`config.mk`:
```
export PLATFORM = sky130hd
export DESIGN_NAME = lvds_word_align
export DESIGN_NICKNAME = d
export VERILOG_FILES = /design/src/rtl/lvds_align_pkg.sv /design/src/rtl/lvds_align_port.sv /design/src/rtl/lvds_word_align.sv
export SDC_FILE = /design/constraint.sdc
export NUM_CORES = 1
export LEC_CHECK = 0
export CAP_MARGIN = 10
export CORE_AREA = 2 2 210 212
export DETAILED_ROUTE_END_ITERATION = 6
export DIE_AREA = 0 0 212 214
export PLACE_DENSITY = 0.72
export SYNTH_ARGS = -nofsm -noshare
export SYNTH_HDL_FRONTEND = slang
export SYNTH_SLANG_ARGS = --single-unit
```
`constraint.sdc`:
```
create_clock -name CLK_I -period 3.7 [get_ports CLK_I]
set_input_delay 1.11 -clock CLK_I [delete_from_list [all_inputs] [get_ports CLK_I]]
set_output_delay 1.11 -clock CLK_I [all_outputs]
set_load 0.05 [all_outputs]
```
`src/rtl/lvds_align_pkg.sv`:
```
// Shared constants, port FSM state type and lane helpers for the LVDS word aligner.
package lvds_align_pkg;

    localparam logic [6:0] C_CLK_PATTERN = 7'b1100011;
    localparam int         C_LANE_W      = 7;
    localparam int         C_DATA_LANES  = 4;
    localparam int         C_PORT_W      = (C_DATA_LANES + 1) * C_LANE_W;
    localparam int         C_WORD_W      = C_DATA_LANES * C_LANE_W;

    typedef enum logic [1:0] {
        SEARCH = 2'd0,
        CHECK  = 2'd1,
        LOCKED = 2'd2
    } port_state_t;

    typedef logic [C_LANE_W-1:0] lane_t;

    // Picks window[13-s -: 7] out of {prev, cur}; bit 13 is the earliest received bit.
    function automatic lane_t align_lane(input lane_t prev, input lane_t cur, input logic [2:0] s);
        logic [2*C_LANE_W-1:0] window;
        window = {prev, cur} << s;
        return window[2*C_LANE_W-1 -: C_LANE_W];
    endfunction

    function automatic logic [2:0] next_offset(input logic [2:0] s);
        return (s == 3'd6) ? 3'd0 : s + 3'd1;
    endfunction

    // Bit 4t+k carries lane k, bit (6-t): earliest bits land lowest, DE/VS/HS at 2/6/10.
    function automatic logic [C_WORD_W-1:0] pack_word(input logic [C_DATA_LANES-1:0][C_LANE_W-1:0] al);
        logic [C_WORD_W-1:0] w;
        w = '0;
        for (int t = 0; t < C_LANE_W; t++) begin
            for (int k = 0; k < C_DATA_LANES; k++) begin
                w[C_DATA_LANES*t + k] = al[k][C_LANE_W-1-t];
            end
        end
        return w;
    endfunction

endpackage

```
`src/rtl/lvds_align_port.sv`:
```
// One LVDS port: lane history, rotator, lock FSM with hysteresis, and output packing.
module lvds_align_port
    import lvds_align_pkg::*;
#(
    parameter int C_LOCK_CNT = 16,
    parameter int C_ERR_MAX  = 4
) (
    input  logic                clk,
    input  logic                rst_n,
    input  logic [C_PORT_W-1:0] lane_data,
    input  logic                valid,
    output logic [C_WORD_W-1:0] word,
    output logic                locked,
    output logic [2:0]          offset
);

    localparam int C_LANES    = C_DATA_LANES + 1;
    localparam int C_CLK_LANE = C_DATA_LANES;

    logic [C_LANES-1:0][C_LANE_W-1:0] cur;
    logic [C_LANES-1:0][C_LANE_W-1:0] prev_q;
    logic [C_LANES-1:0][C_LANE_W-1:0] aligned;

    port_state_t         state, state_nxt;
    logic [7:0]          cnt, cnt_nxt;
    logic [7:0]          err, err_nxt;
    logic [2:0]          offset_nxt;
    logic                primed, primed_nxt;
    logic                match;
    logic [C_WORD_W-1:0] word_nxt;

    assign cur    = lane_data;
    assign locked = (state == LOCKED);

    always_comb begin
        for (int k = 0; k < C_LANES; k++) begin
            aligned[k] = align_lane(prev_q[k], cur[k], offset);
        end
    end

    assign match = (aligned[C_CLK_LANE] == C_CLK_PATTERN);

    // Next state is evaluated as if VALID_I were high; the register only loads on valid words.
    always_comb begin
        // NOTE: every output of this block gets a default first so no path leaves it unassigned (no latch).
        state_nxt  = state;
        cnt_nxt    = cnt;
        err_nxt    = err;
        offset_nxt = offset;
        primed_nxt = 1'b1;
        if (primed) begin
            case (state)
                SEARCH: begin
                    if (match) begin
                        state_nxt = CHECK;
                        cnt_nxt   = 8'd1;
                    end else begin
                        offset_nxt = next_offset(offset);
                    end
                end
                CHECK: begin
                    if (match) begin
                        cnt_nxt = cnt + 8'd1;
                        if (cnt + 8'd1 == 8'(C_LOCK_CNT)) begin
                            state_nxt = LOCKED;
                            err_nxt   = 8'd0;
                        end
                    end else begin
                        state_nxt  = SEARCH;
                        cnt_nxt    = 8'd0;
                        offset_nxt = next_offset(offset);
                    end
                end
                LOCKED: begin
                    if (match) begin
                        err_nxt = 8'd0;
                    end else if (err + 8'd1 == 8'(C_ERR_MAX)) begin
                        state_nxt  = SEARCH;
                        err_nxt    = 8'd0;
                        cnt_nxt    = 8'd0;
                        offset_nxt = next_offset(offset);
                    end else begin
                        err_nxt = err + 8'd1;
                    end
                end
                default: begin
                    state_nxt = SEARCH;
                end
            endcase
        end
    end

    // Gate on the state the word is emitted with, so LOCKED_O = 0 always pairs with a zero word.
    assign word_nxt = (state_nxt == LOCKED) ? pack_word(aligned[C_DATA_LANES-1:0]) : '0;

    // NOTE: sequential state uses non-blocking assignments so every register samples pre-edge values.
    always_ff @(posedge clk or negedge rst_n) begin
        if (!rst_n) begin
            // NOTE: the lane history is cleared too; it is small and a known window keeps re-prime deterministic.
            prev_q <= '0;
            state  <= SEARCH;
            cnt    <= 8'd0;
            err    <= 8'd0;
            offset <= 3'd0;
            primed <= 1'b0;
            word   <= '0;
        end else if (valid) begin
            prev_q <= cur;
            state  <= state_nxt;
            cnt    <= cnt_nxt;
            err    <= err_nxt;
            offset <= offset_nxt;
            primed <= primed_nxt;
            word   <= word_nxt;
        end
    end

endmodule

```
`src/rtl/lvds_word_align.sv`:
```
// Per-port LVDS word alignment: one aligner per port, shared valid delay and lock summary.
module lvds_word_align
    import lvds_align_pkg::*;
#(
    parameter int C_PORT_NUM = 4,
    parameter int C_LOCK_CNT = 16,
    parameter int C_ERR_MAX  = 4
) (
    input  logic                           CLK_I,
    input  logic                           RSTN_I,
    input  logic [C_PORT_W*C_PORT_NUM-1:0] LANE_DATA_I,
    input  logic                           VALID_I,
    output logic [C_WORD_W*C_PORT_NUM-1:0] LVDS_DATA_O,
    output logic                           VALID_O,
    output logic [C_PORT_NUM-1:0]          LOCKED_O,
    output logic                           ALL_LOCKED_O,
    output logic [3*C_PORT_NUM-1:0]        OFFSET_O
);

    for (genvar p = 0; p < C_PORT_NUM; p++) begin : g_port
        lvds_align_port #(
            .C_LOCK_CNT (C_LOCK_CNT),
            .C_ERR_MAX  (C_ERR_MAX)
        ) u_port (
            .clk       (CLK_I),
            .rst_n     (RSTN_I),
            .lane_data (LANE_DATA_I[p*C_PORT_W +: C_PORT_W]),
            .valid     (VALID_I),
            .word      (LVDS_DATA_O[p*C_WORD_W +: C_WORD_W]),
            .locked    (LOCKED_O[p]),
            .offset    (OFFSET_O[3*p +: 3])
        );
    end

    always_ff @(posedge CLK_I or negedge RSTN_I) begin
        if (!RSTN_I) begin
            VALID_O <= 1'b0;
        end else begin
            VALID_O <= VALID_I;
        end
    end

    assign ALL_LOCKED_O = &LOCKED_O;

endmodule
```
* Word level (Yosys, flattened, before mapping)
Cells that the tools add are included.
** Operators by class
- Add/sub/neg operators :: 12
- Multiply operators :: 0
- Divide/modulo/power cells :: 0
- $lt $le $gt $ge :: 0
- Equality and inequality tests :: 52
- Shift operators :: 20
- Multiplexer cells :: 92
- Bitwise operators :: 0
- Reduce and logical (&&, ||, !) cells :: 33
** Operator list (count)
- $shl 14x3->14 :: 20
- $mux 8 :: 32
- $mux 28 :: 4
- $pmux 8 s3 :: 4
- $add 8x1->8 const B :: 8
- $pmux 8 s2 :: 4
- $mux 2 :: 24
- $mux 3 :: 16
- $reduce_and 6->1 :: 8
- $eq 8x3->1 const B :: 4
- $eq 8x5->1 const B :: 4
- $eq 7x7->1 const B :: 4
- $ne 2x1->1 const B :: 12
- $ne 2x2->1 const B :: 12
- $pmux 2 s3 :: 4
- $pmux 3 s2 :: 4
- $reduce_and 5->1 :: 4
- $eq 2x2->1 const B :: 8
- $reduce_bool 2->1 :: 8
- $add 3x1->3 const B :: 4
- $eq 3x3->1 const B :: 4
- $reduce_bool 3->1 :: 4
- $eq 2x1->1 const B :: 4
- $logic_not 2->1 :: 4
- 2 further kinds :: 5
** Storage, ports and cells
- Bits in registers :: 338
- Bits in latches :: 0
- Memory bits (writable) :: 0
- Bits in read-only memories :: 0
- Output and inout bits :: 130
- Logic and storage cells :: 251
- Memories kept :: 0

* Longest topological paths before layout
Gate-level depths: netlist of the first run.
- Depth in word-level cells :: 8
- Depth in mapped cells :: 12

* By module
From an unflattened synthesis of the first run, not the netlist that was laid out.
** Unflattened totals
- Cells, all modules :: 1919
- Area, all modules :: 21944.8 um^2
** Modules (own cells, without submodules)
- lvds_align_port (g_port[2].u_port ...) :: instances 2, cells an instance 486, area an instance 5495.3 um^2, seq. area each 2127.0 um^2
- lvds_align_port (g_port[1].u_port) :: instances 1, cells an instance 483, area an instance 5476.5 um^2, seq. area each 2127.0 um^2
- lvds_align_port (g_port[0].u_port) :: instances 1, cells an instance 462, area an instance 5444.0 um^2, seq. area each 2127.0 um^2
- lvds_word_align :: instances 1, cells an instance 2, area an instance 33.8 um^2, seq. area each 25.0 um^2

* Worst setup path after synthesis of the first run
OpenSTA, ideal clock, no wires.
- Kind :: in2reg
- Start point :: input port LANE_DATA_I[139]
- End point :: register g_port[3].u_port.cnt[4]
- Arrival :: 3.275 ns
- Slack :: 0.342 ns
- Stages on the path :: 9
- Cells stage by stage :: mux2_4 -> mux2_2 -> a2111oi_2 -> a32o_2 -> buf_6 -> mux2i_1 -> nand2_1 -> or4_1 -> o21ai_0
** Between the ends
- Cells in the longest elaborated chain, start to end :: 4
** RTL lines
- start, declared :: line lvds_word_align.sv:11 : input logic [C_PORT_W*C_PORT_NUM-1:0] LANE_DATA_I,
- $shl 14x3->14 * :: line lvds_align_pkg.sv:21 : window = {prev, cur} << s;
- $eq 7x7->1 * :: line lvds_align_port.sv:41 : assign match = (aligned[C_CLK_LANE] == C_CLK_PATTERN);
- $ne 2x1->1 (no line), or another cell as far along
- $reduce_and 6->1 (no line) or $pmux 8 s3 (tied branches)
- end signal, assigned :: line lvds_align_port.sv:110 : cnt <= cnt_nxt;
- end, declared :: line lvds_align_port.sv:25 : logic [7:0] cnt, cnt_nxt;
Mark *: on every way between the ends. The rest lies on a longest branch, timed or not.
A chain may end at the register's enable or synchronous reset.

* Final worst setup path of the first run
- Start point :: register g_port[2].u_port.state[0]
- End point :: output port LOCKED_O[2]
** Between the ends
- Cells in the longest elaborated chain, start to end :: 1
** RTL lines
- start, declared :: line lvds_align_port.sv:24 : port_state_t state, state_nxt;
- start signal, assigned :: line lvds_align_port.sv:109 : state <= state_nxt;
- $eq 2x2->1 :: line lvds_align_port.sv:33 : assign locked = (state == LOCKED);
- end, declared :: line lvds_word_align.sv:15 : output logic [C_PORT_NUM-1:0] LOCKED_O,
No other way between the ends.

==> impl_metrics.toml, run 1 <==
[status]
status = "finished, final reports clean"

[cells_and_area]
fin_util = 0.605
area_growth_pct = 23.9
layout-drive-gt1-share = 0.206
antennaDiodeCount = 0
final_nets = 2295

[sta]
post-route-period-util = 0.952
finClkSkew_ns = 0.0198
setup_slack_ns = 0.176
setup_viol_count_final = 0
hold_viol = 0
period_needed_ns = 3.52
worst_slew_pin_slew_ns = 0.871
rsz0062_at_grt = "no"
relSlewSlack = 0.419
fmax_ghz = 0.284
maxSlewViolCount = 0

[critical_path]
cp-endpoint = "LOCKED_O[2]"
worstReg2RegStart = "g_port[3].u_port.offset[1]"
critPathRequiredTime_ns = 2.59
criticalPathCategory = "reg -> out"
worst_setup_path_end_kind = "output port"
r2r_end = "g_port[3].u_port.word[14]"
crit_fanout = 6
crit_start = "g_port[2].u_port.state[0]"
start_kind = "flip-flop"
cp.arrival_ns = 2.41
reg2reg_setup_slack_ns = 0.55
worstRegToRegCells = 10

[yosys]
ys_seq_elements = 338
async_flop_share = 1.00
yosys_warnings = 0
syn-instance-count = 1859
synth-seq-area-share = 0.404
avgSynthCellArea_sq_um = 11.3
syn_nets = 2026
synth_top_area_frac = 0.404
synth_enable_flop_cells = 0
synthTopCellsByCount = "338 x dfrtp_1, 283 x mux2i_1, 149 x mux2_2"
synthFlopType = "dfrtp_1"
syn_area_sq_um = 21000
synthMostInstantiatedCell = "dfrtp_1"
synth_area_leaders = "dfrtp_1 40%, mux2i_1 14%, mux4_2 11%"
yosysUniqueCellTypes = 88
yosysTopAreaCell = "dfrtp_1"

[die]
ios = 273
die_h_um = 214
core_sq_um = 42900
rows = 76
initial_core_util = 0.489
fp.dieW_um = 212
die_area_sq_um = 45400

[power]
p_leak_nw = 10.6
p_per_area_nw_per_um2 = 692
vdd_drop_max_v = 0.000388

[global_route]
track_usage = 0.235
grt_overflow = 0
grt_max_degree = 123
use_met2 = 0.376
antenna_found_initial = 1
use_met1 = 0.327
first_global_vias = 16500
grt_pass1_wl_mm = 87.4
busiest_layer = "met2"
global_route.usage.met3 = 0.0431

[routing]
drt_iter0_drc = 903
routed_wl_mm = 52.9
route.detailed.drc = 0
first_pass_iters = 5
wl_per_cell_um = 19.3
vias = 16100
post_drt_via_cell_ratio = 5.87
antenna_left = 0

[run]
max-cap-violations = 0

[clocking]
postCtsSetupRepairBufs = 0
clock-root-buffer = "clkbuf_16"
clock_path_buffers = 3
cts_tree = "done"
cts.sinks = 338
cts_hold_buf = 0
clk_pin_slew_worst_paths_ns = 0.06
clock_latency_ns = 0.56
cts_made_buffers = 40
htree_levels = 2

[placement]
place.port_buffers = 272
gp_congestion = 0.887
hpwl_mm = 37.7
pre_cts_slack_ns = -0.282

[worst_hold_path]
hold_path_class = "reg -> reg"
==> sequential cells by signal, indices dropped and copies added (netlist names) <==
name and count:
g_port.u_port.prev_q 140, g_port.u_port.word 112, g_port.u_port.cnt 32, g_port.u_port.err 32, g_port.u_port.offset 12, g_port.u_port.state 8
VALID_O 1, g_port.u_port.primed 1
==> critical path: stages, from the launching register on <==
cell and delay (ns):
dfrtp_1 0.44, inv_1 0.13, ha_1 0.40, clkdlybuf4s50_1 0.89
==> layout by cell type (no fill, tap or decap), types with 23 or more instances in the layout <==
master / Yosys / routed
o21ai_0: 88 / 88
o22ai_1: 112 / 112
clkdlybuf4s50_1: 0 / 268
nand2b_1: 27 / 27
buf_4: 9 / 72
ha_1: 24 / 24
a21oi_1: 26 / 26
dfrtp_1: 338 / 327
nand3_1: 48 / 48
inv_1: 143 / 143
and3_1: 23 / 23
clkbuf_16: 0 / 42
nor2_1: 63 / 63
mux4_2: 102 / 102
mux2i_1: 283 / 283
nand2_1: 71 / 71
mux2_2: 149 / 149
==> power breakdown <==
group          internal [mW]  switching, mW
clock                   2.46           1.60
combinational           4.02           4.68
sequential              4.34          0.855
total                   10.8           7.13
==> routing by layer <==
layer,up-vias,routed length (um)
li1,7532,-
met1,8132,23500
met2,385,25300
met3,77,2830
met4,0,1270
met5,-,0
==> what timing repair did <==
action,in CTS,in global routing
hold endpoints to repair,0,0
gates resized for setup,1,1
setup endpoints to repair,1,1
pin swaps,0,0
==> kinds of logic (layout without fill, tap and decap cells) <==
kind of cell	count (synthesis)	after routing	share of synthesized area
AO/OA/AOI/OAI	350	350	0.114
XOR/XNOR	1	1	0.000418
adder cells (fa/ha/maj)	24	24	0.0143
buffers and inverters	271	572	0.0539
flip-flops	338	338	0.404
multiplexers	536	536	0.326
AND/OR/NAND/NOR	339	339	0.0873
==> worst min-delay path by stage <==
| stage | startpoint | end | slack (ns) | depth (start not counted) |
|---|---|---|---|---|
| finish | g_port[0].u_port.cnt[7] | g_port[0].u_port.cnt[7] | 0.48 | 1 |
| CTS | g_port[0].u_port.cnt[7] | g_port[0].u_port.cnt[7] | 0.48 | 1 |
| detailed placement | g_port[0].u_port.cnt[7] | g_port[0].u_port.cnt[7] | 0.47 | 1 |
| floorplan | g_port[0].u_port.cnt[7] | g_port[0].u_port.cnt[7] | 0.44 | 1 |
| global route | g_port[0].u_port.cnt[7] | g_port[0].u_port.cnt[7] | 0.49 | 1 |
| global placement | g_port[0].u_port.cnt[7] | g_port[0].u_port.cnt[7] | 0.46 | 1 |
==> stage by stage <==
step,power [mW],std cells,setup TNS [ns],instance area [sq um],hold WS (ns)
5_1_grt,18.9,2745,0,26000,0.494
3_3_place_gp,13.7,2671,-7.49,24600,0.462
3_5_place_dp,13.9,2671,-12.14,24600,0.470
2_1_floorplan,11.5,1859,0,21000,0.438
4_1_cts,18.1,2745,0,26000,0.482
6_report,18.0,2745,0,26000,0.484
==> cell type report <==
type,instances,area [sq um]
clock buffer,61,1240
clock inverter,13,140
fill,3485,16900
inverter,145,544
multi-input combinational,1250,11400
sequential,338,8480
tap,585,732
timing repair buffer,353,3450
(Power assumes the default switching activity.)
==> run 2: changes to the inputs <==
--- a/config.mk
+++ b/config.mk
@@ -6,10 +6,9 @@
 export NUM_CORES = 1
 export LEC_CHECK = 0
 export CAP_MARGIN = 10
-export CORE_AREA = 2 2 210 212
+export CORE_AREA = 2 2 248 250
 export DETAILED_ROUTE_END_ITERATION = 6
-export DIE_AREA = 0 0 212 214
-export PLACE_DENSITY = 0.72
+export DIE_AREA = 0 0 250 252
 export SYNTH_ARGS = -nofsm -noshare
 export SYNTH_HDL_FRONTEND = slang
 export SYNTH_SLANG_ARGS = --single-unit
==> run 2 against run 1 <==
Worst setup slack better by 0.0029 ns. Sequential share of layout area is 0.60 points lower. Die area is 39% higher. Cell count is 7.8% higher. Flip-flop and latch count stayed put. Global-route usage is 5.9 points lower. Utilization is 17 points lower. Routed wire length is 6.0% higher. Total power is 2.5% higher. Clock power is 11% higher. Clock skew is 0.0034 ns lower. Critical path type unchanged. Critical endpoint is now LOCKED_O[0]. Highest routed layer is now met5.
==> impl_metrics.toml, run 2 (synthesis gave the netlist of run 1 again) <==
[status]
status = "finished, final reports clean"

[routing]
route.detailed.drc = 0
antenna_left = 0
drt_iter0_drc = 1194
post_drt_via_cell_ratio = 5.41
first_pass_iters = 6
wl_per_cell_um = 18.9
routed_wl_mm = 56.0
vias = 16000

[cells_and_area]
fin_util = 0.440
layout-drive-gt1-share = 0.213
final_nets = 2310
top_register = "g_port.u_port.prev_q"
fill_cells = 5620
final_common_cell = "dfrtp_1"
final_cell_mix = "327 x dfrtp_1, 283 x mux2i_1, 269 x clkdlybuf4s50_1"
largest_reg_flops = 140
area_growth_pct = 26.2
reg_top3 = "g_port.u_port.prev_q x140, g_port.u_port.word x112"
antennaDiodeCount = 0

[sta]
finClkSkew_ns = 0.0164
rsz0062_at_grt = "no"
setup_viol_count_final = 0
fmax_ghz = 0.284
post-route-period-util = 0.952
period_needed_ns = 3.52
setup_slack_ns = 0.179
worst_slew_pin_slew_ns = 0.956
maxSlewViolCount = 0
hold_viol = 0
relSlewSlack = 0.363

[critical_path]
criticalPathCategory = "reg -> out"
reg2reg_setup_slack_ns = 0.64
start_kind = "flip-flop"
cp.arrival_ns = 2.41
crit_fanout = 8
critPathRequiredTime_ns = 2.59
path_depth = 3
critPathTopFamily = "buffers and inverters"
path_buf_inv = 2
worst_setup_path_end_kind = "output port"
worstRegToRegCells = 10
crit_chain = "inv_1 > ha_1 > clkdlybuf4s50_1"
cpPeakStageDelay_ns = 0.93
critPathSlowestCell = "clkdlybuf4s50_1"

[placement]
hpwl_mm = 40.4
pre_cts_slack_ns = -0.263
gp_congestion = 0.841
place.port_buffers = 272

[clocking]
cts_hold_buf = 0
postCtsSetupRepairBufs = 0
post_cts_resize_count = 0
clock_latency_ns = 0.57
clock-root-buffer = "clkbuf_16"
htree_levels = 2
cts_tree = "done"
clk_pin_slew_worst_paths_ns = 0.06
cts.sinks = 338
cts_made_buffers = 42
clock_path_buffers = 3

[worst_hold_path]
hold_path_depth = 1
hold_path_class = "reg -> reg"

[die]
fp.dieW_um = 250
ios = 273
initial_core_util = 0.349
die_area_sq_um = 63000
rows = 90
core_sq_um = 60100
die_h_um = 252

[power]
vdd_drop_max_v = 0.000419
p_leak_nw = 10.8
power_mw = 18.4
p_per_area_nw_per_um2 = 696

[global_route]
antenna_found_initial = 2
grt_overflow = 0
grt_max_degree = 80
first_global_vias = 16500
track_usage = 0.176
grt_pass1_wl_mm = 91.2

[run]
max-cap-violations = 0
==> run 2: changes by cell type in the layout (fill, tap and decap cells not counted), sizes merged <==
cell / change
clkdlybuf4s50: +1
bufinv: +6
dlymetal6s2s: -1
clkinv: -2
dlygate4sd2: -1
inv: +3
clkinvlp: +2
buf: +14
clkbuf: -5
==> run 2: final cells by class <==
type	count	area [sq um]	area share
clock buffer	56	1170	0.0444
clock inverter	22	340	0.0129
multi-input combinational	1250	11400	0.430
sequential	338	8480	0.321
tap	782	978	0.0370
timing repair buffer	366	3560	0.135
inverter	145	544	0.0206
==> run 2: metal layers <==
| layer | part of all wire | routed length [um] | vias to the layer above | track usage |
|---|---|---|---|---|
| met1 | 0.45 | 25200 | 8043 | 0.238 |
| li1 | - | - | 7550 | - |
| met3 | 0.050 | 2790 | 84 | 0.0381 |
| met4 | 0.022 | 1260 | 4 | 0.0450 |
| met2 | 0.48 | 26800 | 341 | 0.289 |
| met5 | 0.00048 | 27 | - | 0 |
==> run 2: final timing paths <==
kind,startpoint,end
worst max-delay path,g_port[0].u_port.state[0],LOCKED_O[0]
worst min-delay path,g_port[0].u_port.cnt[7],g_port[0].u_port.cnt[7]
worst max register to register,g_port[3].u_port.offset[1],g_port[3].u_port.word[22]
worst min register to register,g_port[0].u_port.cnt[7],g_port[0].u_port.cnt[7]
max in group asynchronous,RSTN_I,g_port[0].u_port.cnt[2]
min in group asynchronous,RSTN_I,g_port[1].u_port.word[11]
==> run 2: worst reg2reg max path, stage by stage (launching register included) <==
cell and delay, ns:
dfrtp_4 0.57, mux2_2 0.37, mux2_2 0.27, a2111oi_2 0.34
a32o_2 0.28, mux2_2 0.37, o21ai_0 0.16, buf_4 0.15
nand3b_4 0.13, buf_12 0.18, o22ai_1 0.15
==> run 2: stage by stage <==
stage	hold WS (ns)	setup TNS (ns)	std cells	area, sq um
after global placement	0.462	-6.91	2881	24900
after global routing	0.520	0	2959	26400
after detailed placement	0.463	-13.58	2881	24900
after CTS	0.478	0	2959	26400
final	0.478	0	2959	26400
after floorplan	0.438	0	1859	21000
==> run 2: where the power goes <==
part	switching, mW	leakage (nW)	internal (mW)
logic	4.77	5.75	4.04
registers	0.762	4.26	4.34
clock network	1.70	0.738	2.80
total	7.23	10.8	11.2
